`src/rtl/pipelined_barrel_shifter.sv`:
```
// rtl/pipelined_barrel_shifter.sv - pipelined LSL/LSR/ASR/ROR/ROL shifter with valid/ready handshake
// log2(N) mux levels spread over PIPE_STAGES registers; carry travels with the data.
module pipelined_barrel_shifter #(
  parameter int N           = 32,
  parameter int PIPE_STAGES = 2,
  parameter int TAG_W       = 4
) (
  input  logic                 Clock,
  input  logic                 Reset,
  input  logic                 In_Valid,
  output logic                 In_Ready,
  input  logic [N-1:0]         Input,
  input  logic [$clog2(N)-1:0] Shift_Val,
  input  logic [2:0]           Mode,
  input  logic [TAG_W-1:0]     Tag,
  output logic                 Out_Valid,
  input  logic                 Out_Ready,
  output logic [N-1:0]         Result,
  output logic                 Carry_Out,
  output logic                 Zero,
  output logic                 Illegal,
  output logic [TAG_W-1:0]     Tag_Out
);

  localparam int L = $clog2(N);

  localparam logic [2:0] MODE_LSL = 3'b000;
  localparam logic [2:0] MODE_LSR = 3'b001;
  localparam logic [2:0] MODE_ASR = 3'b010;
  localparam logic [2:0] MODE_ROR = 3'b011;
  localparam logic [2:0] MODE_ROL = 3'b100;

  typedef struct packed {
    logic             valid;
    logic [N-1:0]     data;
    logic [L-1:0]     shamt;
    logic [2:0]       mode;
    logic [TAG_W-1:0] tag;
    logic             carry;
  } stage_t;

  stage_t in_st;
  stage_t cur_st;
  stage_t stage_d [PIPE_STAGES];
  stage_t stage_q [PIPE_STAGES];
  logic   advance;

  // Level index j runs from the largest shift (j=0, amount N/2) to the smallest.
  function automatic int stage_of(input int j);
    return (j * PIPE_STAGES) / L;
  endfunction

  function automatic stage_t apply_level(input stage_t st, input int k);
    stage_t r;
    int     amt;
    logic   lo_bit;
    logic   hi_bit;
    r      = st;
    amt    = 1 << k;
    lo_bit = |(st.data & (N'(1) << (amt - 1)));
    hi_bit = |(st.data & (N'(1) << (N - amt)));
    if (|(st.shamt & (L'(1) << k))) begin
      case (st.mode)
        MODE_LSL: begin r.data = st.data << amt;                               r.carry = hi_bit; end
        MODE_LSR: begin r.data = st.data >> amt;                               r.carry = lo_bit; end
        MODE_ASR: begin r.data = $signed(st.data) >>> amt;                     r.carry = lo_bit; end
        MODE_ROR: begin r.data = (st.data >> amt) | (st.data << (N - amt));    r.carry = lo_bit; end
        MODE_ROL: begin r.data = (st.data << amt) | (st.data >> (N - amt));    r.carry = hi_bit; end
        default: ;
      endcase
    end
    return r;
  endfunction

  assign in_st = '{valid: In_Valid, data: Input, shamt: Shift_Val, mode: Mode, tag: Tag, carry: 1'b0};

  // Each stage consumes the previous stage's register; stage 0 consumes the ports.
  always_comb begin
    cur_st = in_st;
    for (int s = 0; s < PIPE_STAGES; s++) begin
      for (int j = 0; j < L; j++) begin
        if (stage_of(j) == s) cur_st = apply_level(cur_st, L - 1 - j);
      end
      stage_d[s] = cur_st;
      cur_st     = stage_q[s];
    end
  end

  assign advance  = Out_Ready | ~stage_q[PIPE_STAGES-1].valid;
  assign In_Ready = advance;

  always_ff @(posedge Clock) begin
    if (Reset) begin
      for (int s = 0; s < PIPE_STAGES; s++) stage_q[s] <= '0;
    end else if (advance) begin
      for (int s = 0; s < PIPE_STAGES; s++) stage_q[s] <= stage_d[s];
    end
  end

  assign Out_Valid = stage_q[PIPE_STAGES-1].valid;
  assign Result    = stage_q[PIPE_STAGES-1].data;
  assign Carry_Out = stage_q[PIPE_STAGES-1].carry;
  assign Tag_Out   = stage_q[PIPE_STAGES-1].tag;
  assign Illegal   = stage_q[PIPE_STAGES-1].valid & (stage_q[PIPE_STAGES-1].mode > MODE_ROL);
  assign Zero      = stage_q[PIPE_STAGES-1].valid & (stage_q[PIPE_STAGES-1].data == '0);

endmodule

```
`config.mk`:
```
export PLATFORM = sky130hd
export DESIGN_NAME = pipelined_barrel_shifter
export DESIGN_NICKNAME = d
export VERILOG_FILES = /design/src/rtl/pipelined_barrel_shifter.sv
export SDC_FILE = /design/constraint.sdc
export NUM_CORES = 1
export LEC_CHECK = 0
export CAP_MARGIN = 0
export CORE_MARGIN = 3
export CORE_UTILIZATION = 50
export CTS_CLUSTER_SIZE = 25
export DETAILED_ROUTE_END_ITERATION = 7
export GPL_TIMING_DRIVEN = 0
export MAX_ROUTING_LAYER = met4
export PLACE_DENSITY = 0.72
export SETUP_SLACK_MARGIN = 0.3
export SLEW_MARGIN = 20
export SYNTH_ARGS = -nofsm -noshare
export SYNTH_HDL_FRONTEND = slang
export SYNTH_SLANG_ARGS = --single-unit
export TNS_END_PERCENT = 5
```
`constraint.sdc`:
```
create_clock -name Clock -period 2.66 [get_ports Clock]
set_clock_uncertainty 0.2 [all_clocks]
set_input_delay 0.399 -clock Clock [delete_from_list [all_inputs] [get_ports Clock]]
set_output_delay 0.399 -clock Clock [all_outputs]
set_load 0.05 [all_outputs]
```
# Word-level counts from Yosys, hierarchy flattened

Memories as Yosys holds them, arrays and structs flattened.
Cells that the tools add are included.

Flip-flop bits (word level): 0
Bits in latches: 0
RAM bits: 92
Bits in read-only memories: 0
Bits of input ports: 48
Output and inout port bits: 41
Word-level logic and storage cells: 60
Memories: 1

$add $sub $neg: 0
$mul: 0
Div/mod/pow operators: 0
Order comparisons: 1
Equal/unequal tests: 8
Shift-type cells: 0
Mux-type cells: 27
Bitwise gates (word level): 15
Reduce and logical (&&, ||, !) cells: 8

Memory list:

| name    | words | width | rd ports | clocked after Yosys merged registers in | write ports | line | source |
|---|---|---|---|---|---|---|---|
| stage_q | 2     | 46    | 2        | 0                                       | 2           | 45   | `stage_t stage_q [PIPE_STAGES];` |

Operator list:

| cell                                                                   | number |
|---|---|
| 32-bit one-hot mux with 5 select lines                                 | 4 |
| 32-bit 2-to-1 mux                                                      | 5 |
| 32-bit one-hot mux with 4 select lines                                 | 1 |
| 46-bit 2-to-1 mux                                                      | 2 |
| 32-bit zero test                                                       | 1 |
| 24-bit by 32-bit bitwise OR with 32-bit output                         | 1 |
| 28-bit by 32-bit bitwise OR with 32-bit output                         | 1 |
| 30-bit by 32-bit bitwise OR with 32-bit output                         | 1 |
| 31-bit by 32-bit bitwise OR with 32-bit output                         | 1 |
| 32-bit by 1-bit bitwise OR with 32-bit output                          | 1 |
| 32-bit by 16-bit bitwise OR with 32-bit output                         | 1 |
| 32-bit by 2-bit bitwise OR with 32-bit output                          | 1 |
| 32-bit by 4-bit bitwise OR with 32-bit output                          | 1 |
| 32-bit by 8-bit bitwise OR with 32-bit output                          | 1 |
| 3-bit by 2-bit equality test with 1-bit output (second input constant) | 4 |
| 1-bit 2-to-1 mux                                                       | 10 |
| 1-bit one-hot mux with 2 select lines                                  | 5 |
| 3-bit by 1-bit equality test with 1-bit output (second input constant) | 2 |
| 3-bit equality test (second input constant)                            | 2 |
| 3-bit zero test                                                        | 2 |
| 2-bit OR reduction                                                     | 3 |
| 3-bit OR reduction                                                     | 2 |
| 3-bit greater-than comparator (second input constant)                  | 1 |
| 1-bit bitwise OR                                                       | 3 |
| 2 further kinds                                                        | 3 |

# Depth between registers and ports, before layout

Depth after elaboration: 11
Depth in mapped cells: 10
Mapped depth without buffers: 6

# Worst setup path after synthesis

No wires, ideal clock.

Kind: register -> register
From: mem stage_q[0][91] (netlist name)
To: mem stage_q[0][0] (netlist name), enable pin
Library setup time: 0.406 ns
Data arrival time: 2.315 ns
Required time: 2.054 ns
Slack: -0.261 ns
Cell stages (with the launch flop): 3
Path buffers: 0
Period minus slack after synthesis: 2.921 ns
Path through: edfxtp_1 nand2b_1 or2_2

RTL lines:

| item        | line |
|---|---|
| from (decl) | 45 |

==> impl_metrics.ini <==
[status]
status = finished with violations
failed_checks = DRC

[flow_run]
max_cap_violations = 0

[die]
ioPinCount = 89
design.die.area_um2 = 17000
die_x_um = 130
floorplan.initialDensity = 0.521
die_h_um = 130
placeableCoreArea_um2 = 14800
placement_rows = 44

[synth]
netlist_top_cells_area = edfxtp_1, a21oi_1, o22ai_1
synth_top_family_by_area = compound AO/OA/AOI/OAI gates
post_synth.cell_area_avg_um2 = 7.93
asyncSetResetFlopFracSynth = 0
mappedNetlistArea_um2 = 7720
synthDominantAreaCellType = edfxtp_1
synth_commonest_cells = a21oi_1, nor2_1, edfxtp_1
dominantRegCellSynth = edfxtp_1
synth.net_count = 1021
synthAdderAreaFrac = 0.00259
synthCells = 973
synthesis.yosys.warnings = 0
synth.yosys.seq_area_share = 0.327
synth-seq-cells = 84
synth_enable_flop_cells = 84
yosysTopAreaCellShare = 0.327
synth.area.mux_share = 0.0120
count_leader_synth = a21oi_1
synth_cell_type_count = 72
post_synth_and_or_nand_nor_area_fraction = 0.165
synth-xor-area-share = 0
synth-compound-area-share = 0.387

[worst_hold_path]
worst_hold_path_ep = stage_q[0][91]
hold_class = flip-flop to flip-flop
timing.hold.worst.start = stage_q[0][45]
hold-path-cell-count = 1

[critical_path]
crit-reg2reg-capture = stage_q[0][64]
worst-setup-path-type = input pin to flip-flop
worstPathArrival_ns = 2.41
worst-r2r-cell-count = 9
worstSetupStartpointType = input pin
cp_data_required_time_ns = 2.61
crit_path_max_fanout = 10
reg2reg_slack_ns = 0.25
r2r_start = stage_q[0][6]
worst_setup_path_end_kind = flip-flop

[clock_network]
cts_hold_buf = 0
max-clock-path-buffers = 2
tritoncts = yes
cts.sinks = 84
clock_tree.root_cell = clkbuf_16
clk_transition_reported_paths_ns = 0.06
tritoncts.num_buffers = 9
worst_skew_pair.late_latency_ns = 0.35
h_tree_depth_reported_by_cts = 3

[cells_and_area]
regMostFlops = stage_q
num-nets-final = 1157
area_growth_pct = 34.0
num_antenna_cells = 0
largest_register_ffs = 84
area_taken_by_flip_flops_and_latches_um2 = 2520
layout_cell_share_with_drive_strength_beyond_1 = 0.284
final_cell_area_um2 = 10300
multiInputGateArea_um2 = 5040
fill_cells = 1130
top_regs = stage_q x84

[placed_design]
post_place_setup_slack_ns = -1.11
portBuffers = 82
dpl-instance-area_um2 = 8780
final_hpwl_from_detailed_placement_um = 25800
place.gp.congestion = 1.05

[sta]
max_slew.worst_pin.slew_ns = 0.721
worst_slew_margin_rel = 0.519
finalSetupTns_ns = 0
fin_hold_ws_ns = 0.307
grt_setup_unrepaired = yes
setup-violations-final = 0
hold_viol = 0
period_share = 0.925
maxSlewViolCount = 0
period_minus_slack_ns = 2.46
post-route-worst-setup-slack_ns = 0.199
timing.fmax_mhz = 406

[grt]
overflow = 0
number_of_antenna_violations_at_the_first_check_in_global_routing = 0
grt_pass1_wl_um = 51800
first_global_vias = 8704
grt_start_max_net_pins = 85
grt_util_all_layers = 0.419

[detailed_routing]
drt_drc_violations_left = 2
route.detailed.wl_per_inst_um = 28.4
wirelength_um = 36800
drt_iter0_markers = 2051
viasPerCell = 7.51
via_count = 9754
route.antenna.remaining_nets = 0
firstDrtPassIters = 8

[power_and_ir_drop]
vdd.ir_drop.worst_mv = 0.316
p_per_area_nw_per_um2 = 526
static-leakage-power_uw = 0.00395
## per-layer routing
metal | track usage | vias to the layer above | routed length [µm]
li1 | - | 4011 | -
met1 | 0.564 | 4536 | 13500
met2 | 0.595 | 989 | 15600
met3 | 0.0986 | 218 | 5620
met4 | 0.192 | 0 | 2160
met5 | - | - | 0
## power breakdown
group | total [µW] | leakage, µW | switching (µW) | internal (µW)
registers | 1800 | 0.000976 | 148 | 1650
clock network | 1190 | 0.000129 | 547 | 639
logic | 2460 | 0.00284 | 1520 | 941
## layout by cell type (no fill, tap or decap), types with 10 or more instances in the layout
| cell type | netlist | routed |
|---|---|---|
| buf_2 | 24 | 13 |
| buf_6 | 3 | 18 |
| a31oi_1 | 17 | 16 |
| nor3_1 | 16 | 11 |
| clkbuf_4 | 0 | 11 |
| clkdlybuf4s50_1 | 0 | 76 |
| a21oi_1 | 96 | 69 |
| nor2_1 | 85 | 77 |
| a221oi_2 | 0 | 11 |
| o21ai_0 | 82 | 71 |
| a22oi_1 | 54 | 40 |
| nand2_1 | 55 | 49 |
| clkbuf_16 | 0 | 10 |
| a211oi_1 | 17 | 12 |
| and2_1 | 19 | 19 |
| o22ai_1 | 71 | 61 |
| edfxtp_1 | 84 | 84 |
| a22oi_2 | 1 | 15 |
| nand3_1 | 15 | 13 |
| buf_4 | 37 | 83 |
| clkbuf_1 | 64 | 17 |
| a21oi_2 | 1 | 26 |
| inv_1 | 32 | 32 |
| clkbuf_2 | 0 | 31 |
| a221oi_1 | 25 | 13 |
| nor2b_1 | 21 | 17 |
## worst max-delay path: stages
cell             delay, ns
clkdlybuf4s15_2       0.26
nor2b_4               0.22
buf_4                 0.24
o21ai_0               0.17
a221oi_2              0.34
o21ai_1               0.14
or2_2                 0.32
a211oi_4              0.31
## kinds of logic after synthesis
group	count (synthesis)
AO/OA/AOI/OAI	451
adder cells (fa/ha/maj)	2
buffers and inverters	167
flip-flops	84
multiplexers	9
AND/OR/NAND/NOR	260
## per-stage QoR
stage	power, µW	util	instances
3_3_place_gp	3750	0.593	1239
4_1_cts	5110	0.660	1277
2_1_floorplan	3090	-	973
3_5_place_dp	3770	0.593	1239
5_1_grt	5580	0.698	1298
6_report	5440	0.698	1298
## how the worst max path moves through the flow
stage / depth (start not counted) / from / to / slack [ns]
global placement: 8 / Mode[0] / stage_q[0][24] / -1.15
finish: 8 / Mode[2] / stage_q[0][27] / 0.20
detailed placement: 8 / Mode[0] / stage_q[0][24] / -1.11
CTS: 6 / Shift_Val[3] / stage_q[0][32] / 0.21
global route: 8 / Mode[2] / stage_q[0][27] / 0.17
floorplan: 6 / stage_q[0][91] / stage_q[0][28] / 0.20
## final cells by class
| class | count | area share |
|---|---|---|
| clock buffer | 10 | 0.0221 |
| tap | 184 | 0.0223 |
| sequential | 84 | 0.244 |
| buffer | 134 | 0.0884 |
| inverter | 33 | 0.0122 |
| timing repair buffer | 125 | 0.119 |
| multi-input combinational | 722 | 0.488 |
| clock inverter | 6 | 0.00448 |
## timing repair
action | 4_1_cts | 5_1_grt
pin swaps | 18 | 33
gates cloned | 2 | 3
endpoints found under the setup margin | 84 | 69
endpoints found under the hold margin | 0 | 0
gates resized for setup | 169 | 139
setup buffers | 20 | 17
(Power assumes the default switching activity.)
